--- src/rtl/area_classifier.sv ---
`default_nettype none
// ============================================================================
//  Module      : area_classifier
//  Description : Averages per-frame dark-pixel area over 2^AVG_LOG2 frames,
//                bins the average into four size classes and commits a class
//                once STABLE_N consecutive windows agree.
//  Revision    : 1.0 - initial release
// ============================================================================
module area_classifier #(
    parameter int unsigned AVG_LOG2 = 2,
    parameter int unsigned STABLE_N = 2,
    parameter logic [23:0] T_EMPTY  = 24'd2000,
    parameter logic [23:0] T_SMALL  = 24'd20000,
    parameter logic [23:0] T_MID    = 24'd60000
) (
    input  logic        pixelclk,
    input  logic        rst_n,
    input  logic        en,
    input  logic        i_vs,
    input  logic [23:0] i_area,
    output logic [23:0] o_area_avg,
    output logic        o_win,
    output logic [1:0]  o_class,
    output logic        o_valid,
    output logic        o_stable
);

    localparam int unsigned c_sum_w  = 24 + AVG_LOG2;
    localparam logic [3:0]  c_stable = 4'(STABLE_N);

    typedef enum logic [1:0] {
        ST_IDLE   = 2'd0,
        ST_SYNC   = 2'd1,
        ST_ACCUM  = 2'd2,
        ST_DECIDE = 2'd3
    } state_t;

    state_t                r_state;
    state_t                w_state_nxt;

    logic                  r_vs;
    logic                  r_smp_stb;
    logic [c_sum_w-1:0]    r_sum;
    logic [AVG_LOG2-1:0]   r_cnt;
    logic [3:0]            r_agree;
    logic [1:0]            r_prev_cand;
    logic                  r_committed;

    logic [23:0]           w_avg;
    logic [1:0]            w_cand;
    logic [3:0]            w_agree_nxt;
    logic                  w_agree_ok;
    logic                  w_commit;
    logic                  w_clear;

    // ------------------------------------------------------------------------
    // State register
    // ------------------------------------------------------------------------
    always_ff @(posedge pixelclk) begin
        if (!rst_n) begin
            r_state <= ST_IDLE;
        end else begin
            r_state <= w_state_nxt;
        end
    end

    // ------------------------------------------------------------------------
    // Next-state logic; dropping en returns to IDLE from anywhere
    // ------------------------------------------------------------------------
    always_comb begin
        w_state_nxt = r_state;
        if (!en) begin
            w_state_nxt = ST_IDLE;
        end else begin
            case (r_state)
                ST_IDLE:   w_state_nxt = ST_SYNC;
                ST_SYNC:   if (r_smp_stb) w_state_nxt = ST_ACCUM;
                ST_ACCUM:  if (r_smp_stb && (r_cnt == '1)) w_state_nxt = ST_DECIDE;
                ST_DECIDE: w_state_nxt = ST_ACCUM;
                default:   w_state_nxt = ST_IDLE;
            endcase
        end
    end

    // ------------------------------------------------------------------------
    // Window decision: average, classify, update agreement
    // ------------------------------------------------------------------------
    always_comb begin
        w_avg = 24'(r_sum >> AVG_LOG2);

        if (w_avg < T_EMPTY) begin
            w_cand = 2'd0;
        end else if (w_avg < T_SMALL) begin
            w_cand = 2'd1;
        end else if (w_avg < T_MID) begin
            w_cand = 2'd2;
        end else begin
            w_cand = 2'd3;
        end

        if (w_cand == r_prev_cand) begin
            w_agree_nxt = (r_agree >= c_stable) ? c_stable : (r_agree + 4'd1);
        end else begin
            w_agree_nxt = 4'd1;
        end

        w_agree_ok = (w_agree_nxt >= c_stable);
        // A repeated class is only re-announced after a fresh start
        w_commit   = w_agree_ok && (!r_committed || (w_cand != o_class));
        w_clear    = !en || (r_state == ST_IDLE);
    end

    // ------------------------------------------------------------------------
    // Datapath and outputs
    // ------------------------------------------------------------------------
    always_ff @(posedge pixelclk) begin
        if (!rst_n) begin
            r_vs        <= 1'b0;
            r_smp_stb   <= 1'b0;
            r_sum       <= '0;
            r_cnt       <= '0;
            r_agree     <= 4'd0;
            r_prev_cand <= 2'd0;
            r_committed <= 1'b0;
            o_area_avg  <= 24'd0;
            o_win       <= 1'b0;
            o_class     <= 2'd0;
            o_valid     <= 1'b0;
            o_stable    <= 1'b0;
        end else begin
            r_vs      <= i_vs;
            // Delay one edge so the counter's latched area is settled
            r_smp_stb <= r_vs & ~i_vs;
            o_win     <= 1'b0;
            o_valid   <= 1'b0;

            if (w_clear) begin
                r_sum       <= '0;
                r_cnt       <= '0;
                r_agree     <= 4'd0;
                r_prev_cand <= 2'd0;
                r_committed <= 1'b0;
                o_stable    <= 1'b0;
            end else if ((r_state == ST_ACCUM) && r_smp_stb) begin
                r_sum <= r_sum + c_sum_w'(i_area);
                r_cnt <= r_cnt + AVG_LOG2'(1);
            end else if (r_state == ST_DECIDE) begin
                o_area_avg <= w_avg;
                o_win      <= 1'b1;
                r_agree    <= w_agree_nxt;
                if (w_cand != r_prev_cand) begin
                    r_prev_cand <= w_cand;
                end
                if (w_commit) begin
                    o_class     <= w_cand;
                    o_valid     <= 1'b1;
                    r_committed <= 1'b1;
                end
                o_stable <= w_agree_ok;
                r_sum    <= '0;
                r_cnt    <= '0;
            end
        end
    end

endmodule
`default_nettype wire

--- config.mk ---
export PLATFORM = sky130hd
export DESIGN_NAME = area_classifier
export DESIGN_NICKNAME = d
export VERILOG_FILES = /design/src/rtl/area_classifier.sv
export SDC_FILE = /design/constraint.sdc
export NUM_CORES = 1
export LEC_CHECK = 0
export CORE_UTILIZATION = 49
export DETAILED_ROUTE_END_ITERATION = 10
export PLACE_DENSITY = 0.76
export SYNTH_ARGS = -nofsm -noshare
export SYNTH_HDL_FRONTEND = slang
export SYNTH_SLANG_ARGS = --single-unit
--- constraint.sdc ---
create_clock -name pixelclk -period 2.2 [get_ports pixelclk]
set_input_delay 0.44 -clock pixelclk [delete_from_list [all_inputs] [get_ports pixelclk]]
set_output_delay 0.44 -clock pixelclk [all_outputs]
set_load 0.005 [all_outputs]
Word level (Yosys, flattened, before mapping)
Cells that the tools add are included.
- register bits after elaboration: 68
- input bits: 28
- output and inout bits: 29
- logic and storage cells: 69
- add/sub/neg operators: 3
- order comparisons: 5
- equality and inequality tests: 9
- multiplexer cells: 14
- bitwise gates (word level): 6
- reduce and logical (&&, ||, !) cells: 19
- operator list (kind ; number):
    $mux W26 ; 2
    $add A26 B24 Y26 ; 1
    $lt A24 B11 Y1 const B ; 1
    $lt A24 B15 Y1 const B ; 1
    $lt A24 B16 Y1 const B ; 1
    $mux W2 ; 6
    $reduce_and A3 Y1 ; 3
    $ge A4 B2 Y1 const B ; 2
    $mux W4 ; 2
    $pmux W2 S4 ; 1
    $eq A2 B2 Y1 const B ; 3
    $reduce_and A2 Y1 ; 3
    $not A1 Y1 ; 5
    $add A4 B1 Y4 const B ; 1
    $ne A2 B2 Y1 ; 2
    $ne A2 B2 Y1 const B ; 2
    $reduce_and A4 Y1 ; 1
    $reduce_or A4 Y1 ; 1
    $logic_and A1 B1 Y1 ; 3
    $mux W1 ; 3
    $reduce_or A3 Y1 ; 1
    $add A2 B1 Y2 const B ; 1
    $eq A2 B1 Y1 const B ; 1
    $eq A2 B2 Y1 ; 1
    6 further kinds ; 8

Longest topological paths before layout
- depth in word-level cells: 9
- depth in mapped cells: 9
- gate-level depth less buffers: 9

Least setup slack after synthesis
Ideal clock, no wire load.
- path type: input to register
- from: input i_area[0]
- to: register r_sum[22]
- library setup time: 124 ps
- arrival: 2225 ps
- data required time: 2076 ps
- setup slack: -150 ps
- stages: 9
- path buffers: 0
- path through: ha_1 -> fa_1 -> a21oi_1 -> o211ai_1 -> a21oi_1 -> a211oi_1 -> a21oi_1 -> mux2i_1 -> a21oi_1
- longest elaborated chain between the ends: 2
- RTL lines (what ; line ; source):
    start, declared ; 20 ; input logic [23:0] i_area,
    $add A26 B24 Y26 ; 145 ; r_sum <= r_sum + c_sum_w'(i_area);
    $mux W26 ; 144 ; end else if ((r_state == ST_ACCUM) && r_smp_stb) begin
    end signal, assigned ; 145 ;
    end, declared ; 43 ; logic [c_sum_w-1:0] r_sum;
Every way passes these cells.
A chain may end at the register's enable or synchronous reset.

Worst setup path in the final report
- from: register r_sum[8]
- to: register r_agree[1]
- longest elaborated chain between the ends: 6
- elaborated cells on any way between the ends: 8
- classes of those cells: order compare (3); eq/ne (1); mux (4)
- RTL lines (what ; line ; source):
    $lt A24 B16 Y1 ; 95 ; end else if (w_avg < T_MID) begin
    $mux W1 ; 95 ;
    $mux W2 ; 93 ; end else if (w_avg < T_SMALL) begin
    $mux W2 * ; 91 ; if (w_avg < T_EMPTY) begin
    $eq A2 B2 Y1 * ; 101 ; if (w_cand == r_prev_cand) begin
    $mux W4 * ; 101 ;
    end signal, assigned ; 150 ; r_agree <= w_agree_nxt;
    end, declared ; 45 ; logic [3:0] r_agree;
Every way passes the cells marked *; elsewhere a longest branch is shown, timed or not.

==> results by group <==
Cells and area
  – N_diodes: 0
  – Nets: 688
  – Post-Layout Inst Area: 5850 sq um
  – Ratio of cells with drive above 1 in the final layout: 26.7%
  – Leading cell type in the layout, fill and taps excluded: nand2_1
  – Most frequent cells in the layout: 98 x nand2_1, 83 x buf_4, 63 x dfxtp_1
  – Area grow syn2layout: 50.4%

Critical path
  – Crit-path slowest cell: or4_4
  – CP Launch Point: r_sum[8]$_SDFFE_PP0P_
  – Worst EP required: 2.44 ns
  – Worst r2r path cells: 8
  – Worst R2R Setup Slack: -0.09 ns
  – CP Capture Type: flip-flop
  – CP Cell Sequence: or4_4, a221o_2, and3_4, mux2i_2, nand3_2, buf_4, nand3_1, a21oi_2
  – Critical Path AT: 2.53 ns
  – RR Endpoint: r_agree[1]$_SDFFE_PP0P_
  – CP max FO: 5
  – Startpoint types: flip-flop
  – CP peak stage delay: 0.53 ns
  – CP Class: flip-flop to flip-flop
  – Worst flop-to-flop path startpoint: r_sum[8]$_SDFFE_PP0P_

Timing
  – Fin worst setup slack: -0.0870 ns
  – RSZ-0062 raised after global routing: yes
  – TNS Setup: -0.653 ns
  – Final setup violation count: 14
  – Setup Skew: 0.0117 ns
  – Worst-margin pin slew: 0.477 ns
  – Tcrit/Tclk final: 104%
  – Min Tclk post-route: 2.29 ns
  – Max-slew headroom: 68.2%
  – Final hold vios: 0
  – Max Fclk: 437 MHz
  – Slew Viols, Final: 0
  – Min Hold Slack: 0.444 ns

GRT
  – First-pass GRT wire length: 19.1 mm
  – Pin count of the biggest net entering global routing: 26
  – Number of global-route vias before repair: 4096
  – Total Routing Usage GR: 28.7%
  – Total congestion overflow: 0
  – Initial antenna violation count: 0

Logic synthesis
  – YS warnings: 0
  – Yosys reg bits: 68
  – Netlist cell types: 51
  – Sequential area share after synthesis: 35.0%
  – Post-Syn Area: 3890 sq um
  – Async set-reset flop share out of synthesis: 0%
  – Ys flop type: dfxtp_1
  – Syn_nets: 555
  – Syn_area_per_cell: 7.79 sq um
  – Cells after synthesis: 499
  – Post-synth EDFFs: 0

Power and ir drop
  – Lkg Pwr: 2.37 nW
  – Internal power: 2.14 mW
  – Power share of the sequential group: 44.5%
  – Clock share of power: 46.8%
  – Switching Fraction: 22.8%
  – Power per standard cell area: 474 nW/um^2
  – Maximum VDD drop: 0.370 mV
  – Gate power share: 8.7%
  – Net load switching power: 0.633 mW

Clocking
  – Worst-Skew Late Latency: 0.36 ns
  – Clk buf depth: 2
  – TritonCTS clock tree: built
  – CTS clock-pin slew for the worst setup and hold paths: 0.08 ns
  – Sink Count: 68
  – H-Tree Depth: 3
  – Root Driver: clkbuf_8
  – TritonCTS Buffers: 9

Drt
  – DRT antenna net count: 0
  – Initial DRC Count: 313
  – Drt first pass iters: 8
  – DRC: 0
  – Routed via count: 4384
  – WL final: 12.8 mm
  – Drt wl/cell: 17.3 microns
  – Via-to-Cell Ratio: 5.93

Placement
  – Dpl ws: -0.668 ns
  – IO buf count: 56
  – HPWL Detailed: 8.09 mm
  – Placed cell area: 5080 sq um
  – Final GP Congestion: 0.891

Floorplan
  – DIE AREA: 8290 sq um
  – Ports: 57
  – Die span in x: 91.1 microns
  – Core Box Area: 7690 sq um
  – # rows: 32
  – Die H: 91.1 microns
  – Initial core utilization: 50.6%

Status
  – Status: finished, violations left
  – Violated checks: setup timing

Worst hold path
  – Hold path endpoint: r_smp_stb$_SDFF_PN0_
  – Worst min-delay path class: flip-flop to flip-flop
  – Cell depth of the worst hold path: 2
  – Hold Path Origin: r_vs$_SDFF_PN0_

Run
  – # Max-Cap Violations: 0
registers in the layout, summed over array words and instances, names as in the netlist:
register and cells:
o_area_avg 24, o_class 2, o_stable 1, o_valid 1, o_win 1, r_agree 4, r_cnt 2, r_committed 1
r_prev_cand 2, r_smp_stb 1, r_state 2, r_sum 26, r_vs 1
layer usage:
| layer | global-route usage [%] | vias up | wire (microns) |
|---|---|---|---|
| li1 | - | 2033 | - |
| met5 | 0 | - | 0 |
| met2 | 48.8 | 207 | 6250 |
| met3 | 4.10 | 47 | 825 |
| met1 | 35.4 | 2097 | 5200 |
| met4 | 14.2 | 0 | 485 |
cell usage after synthesis, types with 7 or more instances:
| library cell | number | share of area, % |
|---|---|---|
| nor2_1 | 39 | 3.8 |
| nand3_1 | 14 | 1.8 |
| clkbuf_1 | 23 | 2.2 |
| nor3_1 | 7 | 0.90 |
| dfxtp_1 | 68 | 35 |
| nand2_1 | 99 | 9.6 |
| xor2_1 | 11 | 2.5 |
| o21ai_0 | 25 | 3.2 |
| a21o_1 | 10 | 1.9 |
| xnor2_1 | 9 | 2.0 |
| ha_1 | 27 | 8.7 |
| inv_1 | 14 | 1.4 |
| nor4_1 | 7 | 1.1 |
| a22oi_1 | 9 | 1.7 |
| mux2i_1 | 10 | 2.6 |
| a21oi_1 | 59 | 7.6 |
critical path: cells and delay by family (launching register included):
kind	cells	cell delay (ns)
DFF	1	0.37
and+or+nand+nor	4	0.99
AOI/OAI and AO/OA	2	0.45
buffers and inverters	1	0.18
muxes	1	0.17
what timing repair did:
item / CTS / global route
setup buffers: 11 / 4
hold buffers: 0 / 0
gates resized for setup: 34 / 55
pin swaps: 27 / 33
endpoints found under the setup margin: 23 / 25
power by group through the flow:
stage	clock network, mW	registers, mW	logic, mW
2_1_floorplan	0	1.26	0.0879
3_3_place_gp	0	1.26	0.201
3_5_place_dp	0	1.26	0.206
4_1_cts	1.29	1.23	0.214
5_1_grt	1.36	1.23	0.256
6_report	1.30	1.23	0.241
through the flow:
stage	power, mW	util (%)	cells
detailed placement	1.47	66.0	708
global route	2.85	76.0	739
CTS	2.74	72.0	735
finish	2.77	76.0	739
global placement	1.47	66.0	708
floorplan	1.35	-	499
cell families (layout without fill, tap and decap cells):
logic type	count (synthesis)	in the layout	synth area share, %
simple gates	197	197	23.1
compound gates	138	138	21.8
flops	68	68	35.0
buf+inv	38	176	3.77
fa+ha+maj	28	28	9.20
xor+xnor	20	20	4.51
mux	10	10	2.57
cell type report:
type / count / area [sq um]
Inverter: 14 / 52.6
Fill cell: 530 / 1840
Clock inverter: 6 / 111
Multi-Input combinational cell: 393 / 2760
Timing Repair Buffer: 146 / 1280
Clock buffer: 10 / 138
Sequential cell: 68 / 1370
Tap cell: 102 / 128
how the worst max path moves through the flow:
stage                                          to  slack, ns  depth (start not counted)
final                     r_agree[1]$_SDFFE_PP0P_      -0.09                          8
after detailed placement   r_sum[22]$_SDFFE_PP0P_      -0.67                         10
after global placement     r_sum[22]$_SDFFE_PP0P_      -0.62                         10
after CTS                      o_valid$_SDFF_PP0_      -0.08                          7
after floorplan            r_sum[22]$_SDFFE_PP0P_     -0.008                          9
after global routing       r_sum[14]$_SDFFE_PP0P_      -0.17                         11
Note: power is estimated with default switching activity, not from simulation.
